$ cat config.mk
export PLATFORM = sky130hd
export DESIGN_NAME = clk_div_prog
export DESIGN_NICKNAME = d
export VERILOG_FILES = /design/src/rtl/clk_div_prog.sv
export SDC_FILE = /design/constraint.sdc
export NUM_CORES = 1
export LEC_CHECK = 0
export CORE_UTILIZATION = 50
export CTS_BUF_LIST = sky130_fd_sc_hd__clkbuf_16
export CTS_CLUSTER_DIAMETER = 30
export DETAILED_ROUTE_END_ITERATION = 10
export GPL_TIMING_DRIVEN = 0
export PLACE_DENSITY = 0.76
export SLEW_MARGIN = 25
export SYNTH_ARGS = -nofsm -noshare
export SYNTH_HDL_FRONTEND = slang
export SYNTH_SLANG_ARGS = --single-unit
$ cat constraint.sdc
create_clock -name clk_i -period 7.4 [get_ports clk_i]
set_clock_uncertainty 0.1 [all_clocks]
set_input_delay 0.74 -clock clk_i [delete_from_list [all_inputs] [get_ports clk_i]]
set_output_delay 0.74 -clock clk_i [all_outputs]
set_load 0.02 [all_outputs]
$ cat src/rtl/clk_div_prog.sv
// -----------------------------------------------------------------------------
// clk_div_prog -- programmable integer frequency divider
//
// Divides clk_i by a WIDTH-bit divisor N (2 .. 2^WIDTH-1). The output is
// either a square wave (high for ceil(N/2) cycles, low for floor(N/2)) or a
// one-cycle pulse on the last cycle of each period. Divisor, mode and stop
// requests only take effect on a period boundary, so no runt period or glitch
// ever appears on the output.
//
// Ports
//   clk_i    : system clock, all flops rising-edge
//   rst_i    : asynchronous active-high reset
//   en_i     : run request (level)
//   div_i    : requested divisor, 0 and 1 are treated as 2
//   load_i   : one-cycle strobe capturing div_i into the pending divisor
//   mode_i   : 0 = square output, 1 = pulse output
//   f_out_o  : divided output (flop)
//   tick_o   : strobe on the last cycle of every period (flop)
//   busy_o   : high while a period is running or finishing (flop)
// -----------------------------------------------------------------------------
module clk_div_prog #(
   parameter int WIDTH = 8
) (
   input  logic             clk_i,
   input  logic             rst_i,
   input  logic             en_i,
   input  logic [WIDTH-1:0] div_i,
   input  logic             load_i,
   input  logic             mode_i,
   output logic             f_out_o,
   output logic             tick_o,
   output logic             busy_o
);

   typedef enum logic [1:0] {
      S_IDLE = 2'd0,
      S_RUN  = 2'd1,
      S_STOP = 2'd2
   } state_e;

   localparam logic [WIDTH-1:0] DIV_MIN = WIDTH'(2);
   localparam logic [WIDTH-1:0] ONE     = WIDTH'(1);

   // Divisors below 2 cannot form a period; they are promoted to 2.
   function automatic logic [WIDTH-1:0] clamp_div(input logic [WIDTH-1:0] d);
      logic [WIDTH-1:0] r;
      if (d < DIV_MIN) begin
         r = DIV_MIN;
      end else begin
         r = d;
      end
      return r;
   endfunction

   state_e           state_q,   state_d;
   logic [WIDTH-1:0] cnt_q,     cnt_d;
   logic [WIDTH-1:0] pending_q, pending_d;
   logic [WIDTH-1:0] active_q,  active_d;
   logic             mode_q,    mode_d;
   logic             f_out_q,   f_out_d;
   logic             tick_q,    tick_d;
   logic             busy_q,    busy_d;

   logic [WIDTH-1:0] div_clamped_s;
   logic             last_s;
   logic [WIDTH-1:0] half_d_s;
   logic             term_d_s;
   logic             run_d_s;

   // Next-state logic: state, period counter, divisor and mode registers.
   always_comb begin
      state_d       = state_q;
      cnt_d         = cnt_q;
      active_d      = active_q;
      mode_d        = mode_q;
      div_clamped_s = clamp_div(div_i);
      last_s        = (state_q != S_IDLE) && (cnt_q == (active_q - ONE));
      pending_d     = load_i ? div_clamped_s : pending_q;

      case (state_q)
         S_IDLE: begin
            cnt_d = '0;
            if (en_i) begin
               state_d  = S_RUN;
               // A load on the start edge goes straight into the first period.
               active_d = load_i ? div_clamped_s : pending_q;
               mode_d   = mode_i;
            end else begin
               state_d  = S_IDLE;
            end
         end
         S_RUN, S_STOP: begin
            if (last_s) begin
               cnt_d = '0;
               if ((state_q == S_STOP) && !en_i) begin
                  state_d = S_IDLE;
               end else begin
                  state_d  = en_i ? S_RUN : S_STOP;
                  active_d = load_i ? div_clamped_s : pending_q;
                  mode_d   = mode_i;
               end
            end else begin
               cnt_d   = cnt_q + ONE;
               state_d = en_i ? S_RUN : S_STOP;
            end
         end
         default: begin
            state_d = S_IDLE;
            cnt_d   = '0;
         end
      endcase
   end

   // Output decode from next-state values so the ports come straight off flops.
   always_comb begin
      run_d_s  = (state_d != S_IDLE);
      half_d_s = (active_d >> 1) + {{(WIDTH-1){1'b0}}, active_d[0]};
      term_d_s = (cnt_d == (active_d - ONE));
      tick_d   = run_d_s && term_d_s;
      busy_d   = run_d_s;
      if (mode_d) begin
         f_out_d = run_d_s && term_d_s;
      end else begin
         f_out_d = run_d_s && (cnt_d < half_d_s);
      end
   end

   // State and output registers; reset is immediate, even mid-period.
   always_ff @(posedge clk_i or posedge rst_i) begin
      if (rst_i) begin
         state_q   <= S_IDLE;
         cnt_q     <= '0;
         pending_q <= DIV_MIN;
         active_q  <= DIV_MIN;
         mode_q    <= 1'b0;
         f_out_q   <= 1'b0;
         tick_q    <= 1'b0;
         busy_q    <= 1'b0;
      end else begin
         state_q   <= state_d;
         cnt_q     <= cnt_d;
         pending_q <= pending_d;
         active_q  <= active_d;
         mode_q    <= mode_d;
         f_out_q   <= f_out_d;
         tick_q    <= tick_d;
         busy_q    <= busy_d;
      end
   end

   assign f_out_o = f_out_q;
   assign tick_o  = tick_q;
   assign busy_o  = busy_q;

endmodule

======== Yosys cells after proc, flatten, opt, wreduce, memory -nomap -nowiden ========
Index checks and enable logic that the tools add are counted.
storage, ports and cells
  flip-flop bits (word level) ............. 30
  bits in latches ......................... 0
  bits in writable memories ............... 0
  ROM bits ................................ 0
  input bits .............................. 13
  output and inout bits ................... 3
  word-level logic and storage cells ...... 45
  memories ................................ 0
operators by class
  add/subtract/negate cells ............... 4
  multiply operators ...................... 0
  div/mod/pow operators ................... 0
  $lt $le $gt $ge ......................... 2
  equality and inequality tests ........... 4
  shift-type cells ........................ 0
  multiplexer cells ....................... 18
  bitwise logic cells ..................... 0
  reductions and logical operators ........ 9
operators by type and width
  kind                   count
  $mux W8                7
  $eq A8 B8 Y1           2
  $pmux W8 S2            1
  $sub A8 B1 Y8 const B  2
  $add A7 B1 Y8          1
  $add A8 B1 Y8 const B  1
  $lt A8 B2 Y1 const B   1
  $lt A8 B8 Y1           1
  $mux W2                3
  $mux W1                5
  $logic_and A1 B1 Y1    4
  $pmux W2 S2            1
  $reduce_bool A2 Y1     2
  $eq A2 B1 Y1 const B   1
  $eq A2 B2 Y1 const B   1
  $logic_not A2 Y1       1
  $pmux W1 S2            1
  $reduce_or A2 Y1       1
  $logic_not A1 Y1       1

======== Depth between registers and ports, before layout ========
  depth in word-level cells ............... 10
  depth in mapped cells ................... 22
  depth with buffers taken out ............ 20

======== Least setup slack after synthesis ========
Ideal clock, no wire load.
  kind .................................... reg-to-reg
  from .................................... register active_q[0]
  to ...................................... register f_out_q (netlist: f_out_o)
  setup time .............................. 0.092 ns
  data arrival time ....................... 4.406 ns
  data required time ...................... 7.208 ns
  path slack .............................. 2.803 ns
  stages on the path, launching flop included .. 22
  path buffers ............................ 2
  clock period less this slack ............ 4.597 ns
  cell sequence ........................... dfrtp_1 > clkbuf_1 > inv_1 > ha_1 > or3b_4 > or4_4 > a2111oi_2 > o2111a_1 > buf_6 > mux2i_1 > and2_1 > inv_2 > ha_1 > ha_1 > nand3_1 > xnor2_1 > ha_1 > and4_1 > a21oi_1 > nand4_1 > a31o_2 > o31ai_2
on the way
  longest elaborated chain between the ends .. 9
  elaborated cells between the ends (all ways) .. 21
  classes of those cells .................. 3 x add/sub; 1 x order compare; 2 x eq/ne; 11 x mux; 4 x reduce/logical
ends and longest elaborated chain
  what                                                   line      source
  start, declared                                        58        logic [WIDTH-1:0] active_q, active_d;
  start signal, assigned                                 143       active_q <= active_d;
  $sub A8 B1 Y8 *                                        77        last_s = (state_q != S_IDLE) && (cnt_q == (active_q - ONE));
  $eq A8 B8 Y1 *                                         77
  $logic_and A1 B1 Y1 *                                  77
  $mux W8 *                                              93        if (last_s) begin
  $pmux W8 S2 *                                          80        case (state_q)
  via active_d[1]                                        58
  $add A7 B1 Y8 / $sub A8 B1 Y8 (equally long branches)  117, 118
  $lt A8 B8 Y1 / $eq A8 B8 Y1 (equally long branches)    124, 118
  $logic_and A1 B1 Y1 (on tied branches)                 124, 122
  $mux W1 *                                              121       if (mode_d) begin
  via f_out_d                                            60        logic f_out_q, f_out_d;
  end signal, assigned                                   145       f_out_q <= f_out_d;
  end, declared                                          60
The timed path passes the listed nets; every way through them passes the cells marked *.

======== Final worst setup path ========
  from .................................... register active_q[0]
  to ...................................... register f_out_q (netlist: f_out_o)
on the way
  longest elaborated chain between the ends .. 9
  elaborated cells between the ends (all ways) .. 21
  classes of those cells .................. 3 x add/sub; 1 x order compare; 2 x eq/ne; 11 x mux; 4 x reduce/logical
ends and longest elaborated chain
  what                                                   line
  $sub A8 B1 Y8                                          77
  $eq A8 B8 Y1                                           77
  $logic_and A1 B1 Y1                                    77
  $mux W8                                                93
  $pmux W8 S2                                            80
  $add A7 B1 Y8 / $sub A8 B1 Y8 (equally long branches)  117, 118
  $lt A8 B8 Y1 / $eq A8 B8 Y1 (equally long branches)    124, 118
  $logic_and A1 B1 Y1 (on tied branches)                 124, 122
  $mux W1 *                                              121
  via f_out_d                                            60
Marks and branches as above.

==> impl_metrics.csv <==
group,metric,value,unit
cells_and_area,area_delta_synth_final,14.6,%
clock_network,hold_buffers,0,
floorplan,initial_utilization,53.8,%
setup_path,max_stage_delay,0.78,ns
power_and_ir_drop,ir_drop,0.219,mV
timing,whs,0.398,ns
synthesis,synth_edf_count,0,
min_path,hp-start,"pending_q[6]$_DFF_PP0_",
floorplan,io_pins,16,
synthesis,async_reset_ff_share,100,%
global_route,grt.overflow.total,0,
clock_network,cts_buffers,5,
clock_network,htreeDepth,2,
synthesis,synth_cell_types,60,
timing,max_freq,193,MHz
synthesis,yosys.area_share.simple,22.0,%
synthesis,yosysTopAreaCell,"dfrtp_1",
routing,drcViolationCount,0,
floorplan,std_cell_rows,24,
synthesis,synth_compound_area_share,17.0,%
clock_network,postCtsSetupBuffers,0,
global_route,grt_util_all_layers,25.2,%
routing,antenna_left,0,
synthesis,synth_top_cell_area_share,28.9,%
synthesis,synth_flop_cell,"dfrtp_1",
setup_path,r2r_end,"f_out_o$_DFF_PP0_",
setup_path,path_cells,"clkbuf_1 -> inv_1 -> ha_1 -> or3b_4 -> or4_4 -> a2111oi_2 -> o2111a_1 -> buf_6 -> mux2_4 -> a222oi_1 -> xnor2_1 -> ha_1 -> and4_1 -> a21oi_1 -> nand4_1 -> a31o_2 -> o31ai_2",
synthesis,yosysSeqAreaShare,31.1,%
routing,firstDrtPassIters,5,
timing,grt_setup_unrepaired,"no",
timing,slew_violations,0,
place,port_buffers,15,
power_and_ir_drop,powerDensity,404,nW/um^2
global_route,grt_start_max_net_pins,31,
clock_network,clk_path_buf_depth,2,
synthesis,synthTopCellsByArea,"dfrtp_1 29%, ha_1 7.8%, xnor2_1 4.7%",
timing,period_share,69.9,%
min_path,hp-class,"reg -> reg",
min_path,holdPathStages,1,
place,place_congestion,0.881,
routing,viasPerCell,6.11,
setup_path,path_buf_inv,3,
setup_path,critical_path_class,"reg -> reg",
clock_network,cts-resized-gates,0,
cells_and_area,drive_gt1_share,11.6,%
synthesis,syn_inst,269,
global_route,grt_pass1_vias,1989,
global_route,grt_first_pass_wirelength,9830,um
synthesis,syn_area,2420,sq um
setup_path,crit_required,7.48,ns
synthesis,synth_top_family_by_area,"simple AND/OR/NAND/NOR gates",
setup_path,crit_fanout,8,
run,maxCapViolCount,0,
cells_and_area,nets,319,
timing,finalHoldViolCount,0,
clock_network,insertion_delay,0.27,ns
clock_network,cts_sinks,30,
cells_and_area,nFillCells,377,
setup_path,cp-end-kind,"flip-flop",
floorplan,dieArea,5120,sq um
setup_path,crit_arrival,5.25,ns
setup_path,r2r-start,"active_q[0]$_DFF_PP0_",
synthesis,synth_seq_cells,30,
clock_network,cts_tree,"done",
synthesis,synth_xor_area_share,9.61,%
timing,relSlewSlack,32.9,%
setup_path,worst_path_most_repeated_cell,"ha_1",
synthesis,syn_avg_cell_area,9.00,sq um
routing,drtIter0Drc,206,
routing,num_vias,2102,
floorplan,die_height,71.6,um
timing,tightest_slew,1.01,ns
global_route,antenna_found_initial,0,
setup_path,critPathTopFamily,"compound AO/OA/AOI/OAI gates",
cells_and_area,antenna_cells,0,
timing,setup-tns-final,0,ns
run_status,status,"finished clean",
setup_path,critPathSlowestCell,"a222oi_1",
routing,drt_wl_total,5750,um
synthesis,synth_mux_area_share,6.77,%
place,dp_hpwl,4340,um
synthesis,ys_warn_count,0,
setup_path,rr_worst_depth,17,
cells_and_area,postLayoutCellArea,2770,sq um
setup_path,crit_start,"active_q[0]$_DFF_PP0_",
power_and_ir_drop,p_leak,1.22,nW
clock_network,cts_root_buffer,"clkbuf_16",
timing,finalSetupViolCount,0,
floorplan,die_w,71.6,um
timing,fin_crit,5.17,ns
synthesis,synthAdderAreaFrac,7.75,%
setup_path,r2r_slack,2.23,ns
clock_network,clk_pin_slew,0.05,ns
min_path,hold_path_end,"pending_q[6]$_DFF_PP0_",
setup_path,startpoint_type,"flip-flop",
floorplan,core,4500,sq um
routing,wl_per_cell,16.7,um
synthesis,syn_nets,297,
place,placed_cell_area,2640,sq um
==> metal layers <==
| metal | track usage [%] | part of all wire [%] |
|---|---|---|
| met5 | 0 | 0 |
| met4 | 7.84 | 1.5 |
| met3 | 4.92 | 5.3 |
| met2 | 42.1 | 48 |
| met1 | 33.2 | 45 |
==> logic make-up after synthesis <==
group           count (synthesis)
mux                            14
xor+xnor                       25
fa+ha+maj                      15
compound gates                 54
flops                          30
buf+inv                        31
simple gates                  100
==> power by group <==
part / total, mW / switching (mW) / internal, mW
clock: 0.188 / 0.0670 / 0.121
combinational: 0.684 / 0.388 / 0.296
sequential: 0.249 / 0.0425 / 0.206
==> cells in the final DEF (no fill, tap or decap), types with 4 or more instances in the layout <==
cell             count
dfrtp_1             28
nand2_1             20
nor2_1              19
inv_1               18
ha_1                15
clkdlybuf4s50_1     15
xnor2_1             13
nand3_1             13
xor2_1              11
nor3_1               9
clkbuf_1             8
mux2_2               8
nor2b_1              7
o21ai_0              7
a21oi_1              7
clkbuf_16            5
and2_1               4
o211ai_1             4
o31ai_1              4
or3_1                4
a21o_1               4
==> flip-flops by register name, indices dropped and copies added (netlist names) <==
name       count
active_q       8
busy_o         1
cnt_q          8
f_out_o        1
mode_q         1
pending_q      8
state_q        2
tick_o         1
==> worst reg2reg max path: cells and delay by family, from the launching register on <==
family | cells | cell delay (ns)
adders and majority gates | 2 | 0.54
xor gates and xnor gates | 1 | 0.18
and+or+nand+nor | 4 | 1.23
AOI/OAI and AO/OA | 6 | 1.93
buffers and inverters | 3 | 0.44
muxes | 1 | 0.30
DFF | 1 | 0.35
==> how the worst max path moves through the flow <==
stage	endpoint	cells past startpoint
floorplan	f_out_o$_DFF_PP0_	21
CTS	f_out_o$_DFF_PP0_	17
finish	f_out_o$_DFF_PP0_	17
global placement	f_out_o$_DFF_PP0_	17
detailed placement	f_out_o$_DFF_PP0_	17
global route	f_out_o$_DFF_PP0_	19
==> final cells by class <==
| type | instances | area, sq um | area share (%) |
|---|---|---|---|
| multi-input cells | 208 | 1530 | 55.1 |
| flip-flops and latches | 30 | 753 | 27.2 |
| repair buffers | 15 | 150 | 5.41 |
| clock buffers | 5 | 125 | 4.51 |
| inverters | 19 | 71.3 | 2.57 |
| plain buffers | 12 | 68.8 | 2.48 |
| well taps | 52 | 65.1 | 2.35 |
| clock inverters | 3 | 12.5 | 0.451 |
==> cells in the mapped netlist (3+ instances only) <==
cell       n
dfrtp_1   28
nand2_1   20
nor2_1    19
inv_1     18
ha_1      15
nand3_1   13
xnor2_1   13
xor2_1    11
nor3_1     9
clkbuf_1   8
mux2_2     8
a21oi_1    7
nor2b_1    7
o21ai_0    7
a21o_1     4
and2_1     4
o211ai_1   4
o31ai_1    4
or3_1      4
a211o_1    3
a211oi_1   3
a31oi_1    3
and3_1     3
buf_6      3
mux2i_1    3
nand2b_1   3
==> metrics by stage <==
stage	std cells	total power [mW]	setup WS [ns]	util, %
after floorplan	269	0.766	2.80	-
after global placement	336	0.905	2.36	58.5
after detailed placement	336	0.920	2.29	58.5
after CTS	344	1.12	2.24	61.6
after global routing	344	1.22	1.97	61.6
final	344	1.12	2.23	61.6
No activity file was read; power rests on OpenSTA's default activity.
